===== src/rtl/uart_word_pkg.sv =====
// Shared definitions for the UART word path (assembler and serializer).
// Holds the FSM state encoding, the byte width and the default word size.
`timescale 1ns/1ps
package uart_word_pkg;

   localparam int BYTE_W             = 8;
   localparam int WORD_BYTES_DEFAULT = 8;

   typedef enum logic [1:0] {
      IDLE    = 2'd0,
      ISSUE   = 2'd1,
      WAIT_HI = 2'd2,
      WAIT_LO = 2'd3
   } state_t;

endpackage


===== src/rtl/uart_word_serializer.sv =====
// uart_word_serializer: takes one word on a valid/ready handshake and sends
// it byte by byte through a byte-wide UART TX (data/en/busy) interface.
// Optional feature macro: UART_WORD_CHECKSUM_EN appends one XOR checksum byte
// after the data bytes; without it exactly WORD_BYTES bytes are sent.
`timescale 1ns/1ps
module uart_word_serializer
   import uart_word_pkg::*;
#(
   parameter int WORD_BYTES = WORD_BYTES_DEFAULT,
   parameter bit MSB_FIRST  = 1'b1
) (
   input  logic                         clk,
   input  logic                         resetn,
   input  logic [BYTE_W*WORD_BYTES-1:0] word_in,
   input  logic                         word_valid,
   output logic                         word_ready,
   output logic [BYTE_W-1:0]            uart_tx_data,
   output logic                         uart_tx_en,
   input  logic                         uart_tx_busy,
   output logic                         busy,
   output logic                         word_done
);

   localparam int WORD_W = BYTE_W * WORD_BYTES;
   localparam int CNT_W  = $clog2(WORD_BYTES + 1);
`ifdef UART_WORD_CHECKSUM_EN
   localparam int N_BYTES = WORD_BYTES + 1;
   // Counter value of the last data byte; the byte after it is the checksum.
   localparam logic [CNT_W-1:0] LAST_DATA_CNT = CNT_W'(WORD_BYTES - 1);
`else
   localparam int N_BYTES = WORD_BYTES;
`endif
   localparam logic [CNT_W-1:0] LAST_CNT = CNT_W'(N_BYTES - 1);

   state_t              r_state;
   state_t              w_next_state;
   logic [CNT_W-1:0]    r_cnt;
   logic [WORD_W-1:0]   r_shift;
   logic [WORD_W-1:0]   w_shift_next;
   logic [BYTE_W-1:0]   r_tx_data;
   logic                w_accept;
   logic                w_advance;
   logic                w_tx_en;
   logic                w_done;
`ifdef UART_WORD_CHECKSUM_EN
   logic [BYTE_W-1:0]   r_csum;
`endif

   // Byte that goes on the wire first for a given (remaining) word.
   function automatic logic [BYTE_W-1:0] first_byte(input logic [WORD_W-1:0] w);
      if (MSB_FIRST) begin
         return w[WORD_W-1 -: BYTE_W];
      end else begin
         return w[BYTE_W-1:0];
      end
   endfunction

   // Drop the byte just sent so the next one sits in the outgoing position.
   function automatic logic [WORD_W-1:0] shift_word(input logic [WORD_W-1:0] w);
      if (MSB_FIRST) begin
         return w << BYTE_W;
      end else begin
         return w >> BYTE_W;
      end
   endfunction

`ifdef UART_WORD_CHECKSUM_EN
   // XOR of all data bytes; order-independent, so computed once at accept.
   function automatic logic [BYTE_W-1:0] xor_bytes(input logic [WORD_W-1:0] w);
      logic [BYTE_W-1:0] acc;
      acc = {BYTE_W{1'b0}};
      for (int i = 0; i < WORD_BYTES; i++) begin
         acc = acc ^ w[i*BYTE_W +: BYTE_W];
      end
      return acc;
   endfunction
`endif

   assign w_shift_next = shift_word(r_shift);

   // State register; reset abandons any word in flight.
   always_ff @(posedge clk or negedge resetn) begin
      if (!resetn) begin
         r_state <= IDLE;
      end else begin
         r_state <= w_next_state;
      end
   end

   // Next-state logic plus the single-cycle strobes (en, done) and datapath controls.
   always_comb begin
      w_next_state = r_state;
      w_accept     = 1'b0;
      w_advance    = 1'b0;
      w_tx_en      = 1'b0;
      w_done       = 1'b0;
      case (r_state)
         IDLE: begin
            if (word_valid) begin
               w_accept     = 1'b1;
               w_next_state = ISSUE;
            end else begin
               w_next_state = IDLE;
            end
         end
         ISSUE: begin
            // en only while the UART is free, so every strobe is latched.
            if (!uart_tx_busy) begin
               w_tx_en      = 1'b1;
               w_next_state = WAIT_HI;
            end else begin
               w_next_state = ISSUE;
            end
         end
         WAIT_HI: begin
            if (uart_tx_busy) begin
               w_next_state = WAIT_LO;
            end else begin
               w_next_state = WAIT_HI;
            end
         end
         WAIT_LO: begin
            if (!uart_tx_busy) begin
               if (r_cnt == LAST_CNT) begin
                  w_done       = 1'b1;
                  w_next_state = IDLE;
               end else begin
                  w_advance    = 1'b1;
                  w_next_state = ISSUE;
               end
            end else begin
               w_next_state = WAIT_LO;
            end
         end
         default: begin
            w_next_state = IDLE;
         end
      endcase
   end

   // Shift register, byte counter and outgoing byte; data only changes between bytes.
   always_ff @(posedge clk or negedge resetn) begin
      if (!resetn) begin
         r_shift   <= {WORD_W{1'b0}};
         r_cnt     <= {CNT_W{1'b0}};
         r_tx_data <= {BYTE_W{1'b0}};
      end else if (w_accept) begin
         r_shift   <= word_in;
         r_cnt     <= {CNT_W{1'b0}};
         r_tx_data <= first_byte(word_in);
      end else if (w_advance) begin
         r_shift <= w_shift_next;
         r_cnt   <= r_cnt + CNT_W'(1);
`ifdef UART_WORD_CHECKSUM_EN
         if (r_cnt == LAST_DATA_CNT) begin
            r_tx_data <= r_csum;
         end else begin
            r_tx_data <= first_byte(w_shift_next);
         end
`else
         r_tx_data <= first_byte(w_shift_next);
`endif
      end else begin
         r_shift   <= r_shift;
         r_cnt     <= r_cnt;
         r_tx_data <= r_tx_data;
      end
   end

`ifdef UART_WORD_CHECKSUM_EN
   // Checksum captured with the word so later word_in changes cannot affect it.
   always_ff @(posedge clk or negedge resetn) begin
      if (!resetn) begin
         r_csum <= {BYTE_W{1'b0}};
      end else if (w_accept) begin
         r_csum <= xor_bytes(word_in);
      end else begin
         r_csum <= r_csum;
      end
   end
`endif

   assign word_ready   = (r_state == IDLE);
   assign busy         = !word_ready;
   assign uart_tx_en   = w_tx_en;
   assign uart_tx_data = r_tx_data;
   assign word_done    = w_done;

endmodule


===== config.mk =====
export PLATFORM = sky130hd
export DESIGN_NAME = uart_word_serializer
export DESIGN_NICKNAME = d
export VERILOG_FILES = /design/src/rtl/uart_word_pkg.sv /design/src/rtl/uart_word_serializer.sv
export SDC_FILE = /design/constraint.sdc
export NUM_CORES = 1
export LEC_CHECK = 0
export CAP_MARGIN = 40
export CORE_MARGIN = 1
export CORE_UTILIZATION = 50
export CTS_CLUSTER_DIAMETER = 200
export DETAILED_ROUTE_END_ITERATION = 10
export PLACE_DENSITY = 0.85
export SLEW_MARGIN = 25
export SYNTH_ARGS = -nofsm -noshare
export SYNTH_HDL_FRONTEND = slang
export SYNTH_SLANG_ARGS = --single-unit

===== constraint.sdc =====
create_clock -name clk -period 2.1 [get_ports clk]
set_input_delay 0.315 -clock clk [delete_from_list [all_inputs] [get_ports clk]]
set_output_delay 0.315 -clock clk [all_outputs]
set_load 0.05 [all_outputs]

# Yosys cells after proc, flatten, opt, wreduce, memory -nomap -nowiden
# Cells that the tools add are included.
[totals]
out_inout_bits = 12
regBits = 70
[classes]
reduce_logical = 3
n_mux = 22
eq_ne = 4
add_sub_neg = 1
[op_table]
columns = ["operator", "count"]
rows = [
  ["$mux 56", 2],
  ["$mux 8", 2],
  ["$mux 1", 13],
  ["$mux 4", 2],
  ["$pmux 2 s4", 1],
  ["$add 4x1->4 const B", 1],
  ["$eq 2x2->1 const B", 2],
  ["$eq 4x3->1 const B", 1],
  ["$mux 2", 2],
  ["$eq 2x1->1 const B", 1],
  ["$logic_not 2->1", 1],
  ["$reduce_bool 2->1", 1],
  ["$logic_not 1->1", 1],
]

# Depth between registers and ports, before layout
# Gate-level depths: netlist of the first run.
[depth]
depth_word = 6
ltp_mapped = 7
ltp_nobuf = 4

# Worst setup path before layout of the first run
# No wires, ideal clock.
[synth_timing]
kind = "reg2reg"
from = "reg r_state[1]"
to = "reg r_state[0]"
required_ns = 1.962
path_buffers = 1
arrival_ns = 1.887
path_stages_with_launch = 6
slack_ns = 0.074
cell_sequence = "dfrtp_1 -> buf_2 -> nor2_1 -> inv_1 -> nand2_1 -> nand3_1"
[synth_between]
elab_chain_cells = 2
[synth_rtl]
columns = ["item", "line_no", "text"]
rows = [
  ["start: declaration", "uart_word_serializer.sv:35", "state_t r_state;"],
  ["start signal: assignment", "uart_word_serializer.sv:86", "r_state <= w_next_state;"],
  ["$logic_not 2->1", "--", ""],
  ["via word_ready", "uart_word_serializer.sv:16", "output logic word_ready,"],
  ["$pmux 2 s4", "uart_word_serializer.sv:97", "case (r_state)"],
  ["via w_next_state[0]", "uart_word_serializer.sv:36", "state_t w_next_state;"],
]
# The timed path passes the listed nets, and every way through them passes these cells.
# A chain may end at the register's enable or synchronous reset.

# Worst setup path in the final report of the first run
[layout_timing]
from = "reg r_cnt[0]"
to = "out word_done"
[layout_between]
elab_chain_cells = 4
[layout_rtl]
columns = ["item", "line_no", "text"]
rows = [
  ["start: declaration", "uart_word_serializer.sv:37", "logic [CNT_W-1:0] r_cnt;"],
  ["start signal: assignment", "uart_word_serializer.sv:145", "r_cnt <= {CNT_W{1'b0}};"],
  ["start signal: assignment", "uart_word_serializer.sv:149", "r_cnt <= {CNT_W{1'b0}};"],
  ["start signal: assignment", "uart_word_serializer.sv:153", "r_cnt <= r_cnt + CNT_W'(1);"],
  ["$eq 4x3->1", "uart_word_serializer.sv:124", "if (r_cnt == LAST_CNT) begin"],
  ["$mux 1", "uart_word_serializer.sv:124", ""],
  ["$mux 1", "uart_word_serializer.sv:123", "if (!uart_tx_busy) begin"],
  ["$mux 1", "uart_word_serializer.sv:97", ""],
  ["end: declaration", "uart_word_serializer.sv:21", "output logic word_done"],
]
# Every way passes these cells.

==> run_results.csv, run 1 <==
group,metric,value,unit
die,dieHeight,84.3,um
logic_synthesis,synth_seq_cells,70,
logic_synthesis,ys_top_cells_by_count,"70 x dfrtp_1, 59 x a21oi_1, 59 x nor2_1",
power,p_per_area,1350,nW/um^2
detailed_routing,viasPerCell,6.17,
logic_synthesis,synthCells,389,
clock_network,insertion_delay,0.35,ns
min_path,hp-class,"in2async",
logic_synthesis,synth_compound_area_frac,0.290,
logic_synthesis,yosys.cell_count.top_type,"dfrtp_1",
logic_synthesis,postSynth.asyncResetShare,1.00,
sta,setup_viol_count_final,0,
outcome,status,"finished, violations left",
logic_synthesis,syn_area,3390,um^2
clock_network,cts_htree_levels,3,
setup_path,r2r-end,"r_shift[2]$_DFFE_PN0P_",
clock_network,cts_made_buffers,9,
logic_synthesis,synth_xor_area_frac,0.00258,
clock_network,tritoncts,"built",
detailed_routing,drt-total-wl,8920,um
grt,grt_max_degree,68,
setup_path,ff2ff_setup_slack,0.20,ns
logic_synthesis,syn-num-nets,458,
die,io_pins,80,
grt,grt_usage,0.262,
sta,slew_headroom,0.636,
setup_path,r2r_start,"r_cnt[0]$_DFFE_PN0P_",
clock_network,cts_buffer_depth,2,
logic_synthesis,synth_top_area_share,0.517,
detailed_routing,drt_iter0_markers,429,
detailed_routing,firstDrtPassIters,7,
logic_synthesis,muxShareOfSynthArea,0.00295,
placement,place_congestion,0.803,
finish,utilization,0.679,
grt,grt_pass1_wl,14700,um
die,die-width,84.3,um
outcome,violations,"DRC",
sta,worst_clock_skew,0.00797,ns
logic_synthesis,synth_edf_count,0,
detailed_routing,drc,6,
die,fp.dieArea,7110,um^2
detailed_routing,wl_per_cell,16.9,um
die,std_cell_rows,29,
die,coreArea,6460,um^2
setup_path,crit_arrival,1.67,ns
sta,period_share,0.946,
sta,period_needed,1.99,ns
setup_path,crit_type,"reg2out",
detailed_routing,drtAntennaViolNets,0,
placement,dp_hpwl,5370,um
logic_synthesis,yosysTopAreaCell,"dfrtp_1",
detailed_routing,vias,3253,
placement,io_buffers,79,
sta,rsz0062_at_grt,"false",
logic_synthesis,yosys_warnings,0,
finish,num_antenna_cells,0,
sta,drv_slew,0,
logic_synthesis,synth-seq-area-share,0.517,
grt,antenna_found_initial,0,
logic_synthesis,yosys.area_share.simple,0.117,
sta,post-route-worst-setup-slack,0.114,ns
sta,timing.fmax,504,MHz
setup_path,crit_required,1.78,ns
grt,grt-ovfl-total,0,
logic_synthesis,avgSynthCellArea,8.71,um^2
flow_run,max_cap_violations,0,
logic_synthesis,synthDistinctLibCells,25,
clock_network,clock-sinks,70,
finish,nets,515,
clock_network,root_buffer,"clkbuf_8",
die,initial_core_util,0.525,
setup_path,cp_max_fo,5,
logic_synthesis,synth_top_family_by_area,"compound AO/OA/AOI/OAI gates",
placement,pre_cts_ws,0.127,ns
power,ir_worst_vdd,1.07,mV
sta,hold_viol_final,0,
setup_path,r2r_cells,5,
finish,area_growth,29.5,%
clock_network,path_clk_slew,0.07,ns
logic_synthesis,synthAdderAreaFrac,0.00369,
logic_synthesis,ys.flop_type,"dfrtp_1",
clock_network,postCtsSetupBuffers,0,
power,p_leak,1.78,nW
logic_synthesis,synth_area_leaders,"dfrtp_1 52%, a31oi_1 10%, a21oi_1 8.7%",
grt,grt_pass1_vias,3145,
setup_path,critPathLaunchType,"register",
sta,setup_tns,0,ns
finish,drive_above_1_share,0.0711,
setup_path,worst_setup_path_end_kind,"output pin",
sta,tightest_slew,0.546,ns
metal layers:
layer	share of wire	GRT usage	vias up
li1	-	-	1504
met1	0.42	0.348	1562
met2	0.49	0.425	165
met3	0.067	0.0452	22
met4	0.024	0.114	0
met5	0	0	-
registers in the layout, indices dropped and copies added (netlist names):
signal        count
r_cnt             4
r_shift          56
uart_tx_data      8
r_state           2
kinds of logic after synthesis:
group / Yosys count
XOR/XNOR: 1
AND/OR/NAND/NOR: 92
buffers and inverters: 42
adder cells (fa/ha/maj): 1
flip-flops: 70
AO/OA/AOI/OAI: 182
multiplexers: 1
repair_timing:
item / 4_1_cts / 5_1_grt
endpoints found under the setup margin: 0 / 12
gates resized for setup: 0 / 1
hold endpoints to repair: 22 / 0
hold buffers: 1 / 0
power by group:
part | leakage, nW | total, W | internal [W] | switching (W)
combinational | 0.825 | 0.00246 | 0.000986 | 0.00147
sequential | 0.850 | 0.00242 | 0.00202 | 0.000399
clock | 0.102 | 0.00105 | 0.000566 | 0.000486
total | 1.78 | 0.00592 | 0.00357 | 0.00236
layout make-up:
cell class / instances / area [um^2]
Inverter: 1 / 3.75
Sequential cell: 70 / 1750
Multi-Input combinational cell: 277 / 1420
Clock buffer: 10 / 138
Fill cell: 542 / 2070
Clock inverter: 5 / 50.0
Tap cell: 77 / 96.3
Timing Repair Buffer: 87 / 930
critical path, cell delays in order (launching register included):
cell and delay [ns]:
dfrtp_1 0.41, ha_1 0.23, nand3b_1 0.24, nor2_1 0.28
buf_12 0.17
worst max path at each step:
stage | startpoint | end | slack, ns | depth (start not counted)
floorplan | r_state[1]$_DFF_PN0_ | r_state[0]$_DFF_PN0_ | 0.07 | 5
global placement | uart_tx_busy | r_shift[1]$_DFFE_PN0P_ | 0.23 | 5
detailed placement | uart_tx_busy | r_shift[2]$_DFFE_PN0P_ | 0.13 | 5
CTS | r_cnt[0]$_DFFE_PN0P_ | word_done | 0.14 | 4
global route | r_cnt[0]$_DFFE_PN0P_ | word_done | 0.05 | 4
finish | r_cnt[0]$_DFFE_PN0P_ | word_done | 0.11 | 4
layout by cell type (no fill, tap or decap):
master and count:
clkdlybuf4s50_1 74, dfrtp_1 70, nor2_1 59, a21oi_1 59, o21ai_0 56, a31oi_1 56, nand2_1 18, o21ai_1 11
clkbuf_8 10, buf_12 7, nand3_1 5, clkinv_2 4, buf_4 3, nand2b_1 1, xnor2_1 1, inv_1 1
nand3b_1 1, or3b_2 1, nand3b_2 1, and3b_1 1, and3b_2 1, nor3b_4 1, nor2_2 1, mux2i_1 1
or3_1 1, or4_1 1, ha_1 1, bufinv_16 1, dlygate4sd3_1 1, buf_2 1, buf_6 1
per-stage QoR:
stage                     hold WS (ns)  instance area (um^2)  instances  total power, W
after floorplan                 0.0194                  3390        389         0.00409
after global placement           0.325                  4190        511         0.00472
after detailed placement         0.330                  4190        511         0.00485
after CTS                        0.506                  4380        527         0.00592
after global routing             0.525                  4390        527         0.00631
final                            0.490                  4390        527         0.00592
Power figures use the tool's default switching activity.
==> run 2: changes to the inputs <==
- SKIP_LAST_GASP: not set -> 1
==> results of run 2 <==
Same layout as run 1: the final DEF is identical, and so are final timing and power.
==> run 3: changes to the inputs <==
- CORE_MARGIN: 1 -> 5
==> run_results.csv, run 3 (synthesized netlist as in run 1, its figures left out) <==
group,metric,value,unit
outcome,status,"finished, final reports clean",
grt,grt-ovfl-total,0,
clock_network,root_buffer,"clkbuf_8",
setup_path,crit_type,"reg2out",
finish,num_antenna_cells,0,
clock_network,insertion_delay,0.36,ns
die,io_pins,80,
sta,setup_viol_count_final,0,
die,fp.dieArea,8520,um^2
placement,dp_hpwl,5730,um
detailed_routing,drc,0,
detailed_routing,viasPerCell,6.16,
finish,drive_above_1_share,0.0795,
setup_path,critPathLaunchType,"register",
setup_path,cp_slowest_stage_delay,0.39,ns
finish,stdcell_area,4500,um^2
grt,grt_pass1_vias,3226,
finish,final_cell_mix,"74 x clkdlybuf4s50_1, 70 x dfrtp_1, 59 x nor2_1, 59 x a21oi_1",
grt,grt_max_degree,71,
setup_path,crit_required,1.78,ns
clock_network,cts_made_buffers,9,
finish,regMostFlops,"r_shift",
die,die-width,92.3,um
placement,place_congestion,0.807,
power,fin_total_pwr,0.00636,W
finish,largest_reg_flops,56,
power,ir_worst_vdd,1.00,mV
setup_path,crit_arrival,1.68,ns
clock_network,cts-resized-gates,0,
finish,final_common_cell,"clkdlybuf4s50_1",
setup_path,worstPathCellList,"ha_1, nand3b_1, nor2_1, buf_12",
die,dieHeight,92.3,um
setup_path,worst_setup_path_end_kind,"output pin",
grt,grt_pass1_wl,14900,um
power,power.switching,0.00240,W
clock_network,tritoncts,"built",
sta,setup_tns,0,ns
detailed_routing,drtAntennaViolNets,0,
power,p_per_area,1410,nW/um^2
setup_path,cp.buffers_inverters,1,
clock_network,cts_buffer_depth,2,
clock_network,cts_htree_levels,3,
detailed_routing,vias,3284,
detailed_routing,firstDrtPassIters,5,
clock_network,path_clk_slew,0.08,ns
finish,utilization,0.673,
sta,worst_clock_skew,0.00782,ns
min_path,hp-class,"in2async",
power,power.internal,0.00396,W
setup_path,path_delay_family,"simple AND/OR/NAND/NOR gates",
sta,timing.fmax,501,MHz
clock_network,clock-sinks,70,
sta,whs,0.490,ns
sta,slew_headroom,0.657,
die,coreArea,6680,um^2
placement,placed_area,4220,um^2
grt,grt_usage,0.217,
finish,area_growth,32.8,%
sta,tightest_slew,0.512,ns
sta,rsz0062_at_grt,"false",
power,clock_power_share,0.232,
detailed_routing,wl_per_cell,17.1,um
power,p_leak,1.82,nW
sta,drv_slew,0,
setup_path,critPathSlowestCell,"dfrtp_1",
placement,io_buffers,79,
power,power_frac_comb,0.389,
die,std_cell_rows,30,
sta,period_share,0.950,
power,p_seq_frac,0.378,
flow_run,max_cap_violations,0,
setup_path,cp_max_fo,6,
sta,hold_viol_final,0,
grt,antenna_found_initial,0,
detailed_routing,drt-total-wl,9140,um
detailed_routing,drt_iter0_markers,280,
die,initial_core_util,0.507,
finish,nets,517,
sta,period_needed,1.99,ns
power,switching_share,0.378,
run 3: cell types whose count changed in the layout (fill, tap and decap cells not counted), sizes merged:
| cell | before | now |
|---|---|---|
| clkinvlp | 0 | 1 |
| buf | 12 | 14 |
| bufinv | 1 | 4 |
| clkinv | 4 | 1 |
run 3: worst paths after layout:
| kind | start | endpoint | slack, ns | depth (start not counted) |
|---|---|---|---|---|
| min reg2reg | r_shift[5]$_DFFE_PN0P_ | r_shift[5]$_DFFE_PN0P_ | 0.53 | 2 |
| max | r_cnt[0]$_DFFE_PN0P_ | word_done | 0.11 | 4 |
| min | resetn | r_shift[13]$_DFFE_PN0P_ | 0.49 | 3 |
| max in group asynchronous | resetn | uart_tx_data[7]$_DFFE_PN0P_ | 1.30 | 3 |
| max reg2reg | r_cnt[0]$_DFFE_PN0P_ | r_shift[3]$_DFFE_PN0P_ | 0.35 | 5 |
| min in group clk | word_in[4] | r_shift[4]$_DFFE_PN0P_ | 0.50 | 3 |
run 3: power by group through the flow:
| stage | logic [W] | registers, W | clock network [W] |
|---|---|---|---|
| 2_1_floorplan | 0.00153 | 0.00255 | 0 |
| 3_3_place_gp | 0.00237 | 0.00237 | 0 |
| 3_5_place_dp | 0.00247 | 0.00242 | 0 |
| 4_1_cts | 0.00248 | 0.00240 | 0.00148 |
| 5_1_grt | 0.00273 | 0.00248 | 0.00154 |
| 6_report | 0.00247 | 0.00241 | 0.00148 |
run 3: worst register-to-register path, stage by stage (launching register included):
cell and delay (ns):
dfrtp_1 0.41, ha_1 0.23, and3b_2 0.33, buf_12 0.22, nor2_2 0.30, o21ai_1 0.13
run 3: through the flow:
| stage | std cells | setup WS (ns) |
|---|---|---|
| floorplan | 389 | 0.0741 |
| global placement | 516 | 0.283 |
| detailed placement | 516 | 0.246 |
| CTS | 533 | 0.0837 |
| global route | 533 | 0.00350 |
| finish | 533 | 0.105 |
run 3: layout make-up:
cell class | count | area, um^2
repair buffers | 89 | 953
inverters | 1 | 3.75
flip-flops and latches | 70 | 1750
fillers | 552 | 2180
well taps | 80 | 100
multi-input cells | 277 | 1420
clock inverters | 6 | 133
clock buffers | 10 | 138
run 3: timing repair:
item	4_1_cts	5_1_grt
hold endpoints to repair	70	0
hold buffers	1	0
buffers inserted	0	0
run 3: routing by layer:
metal  track usage  wire length [um]  up-vias
li1              -                 -     1516
met1         0.290              3730     1603
met2         0.347              4560      151
met3        0.0479               709       14
met4        0.0804               138        0
met5             0                 0        -
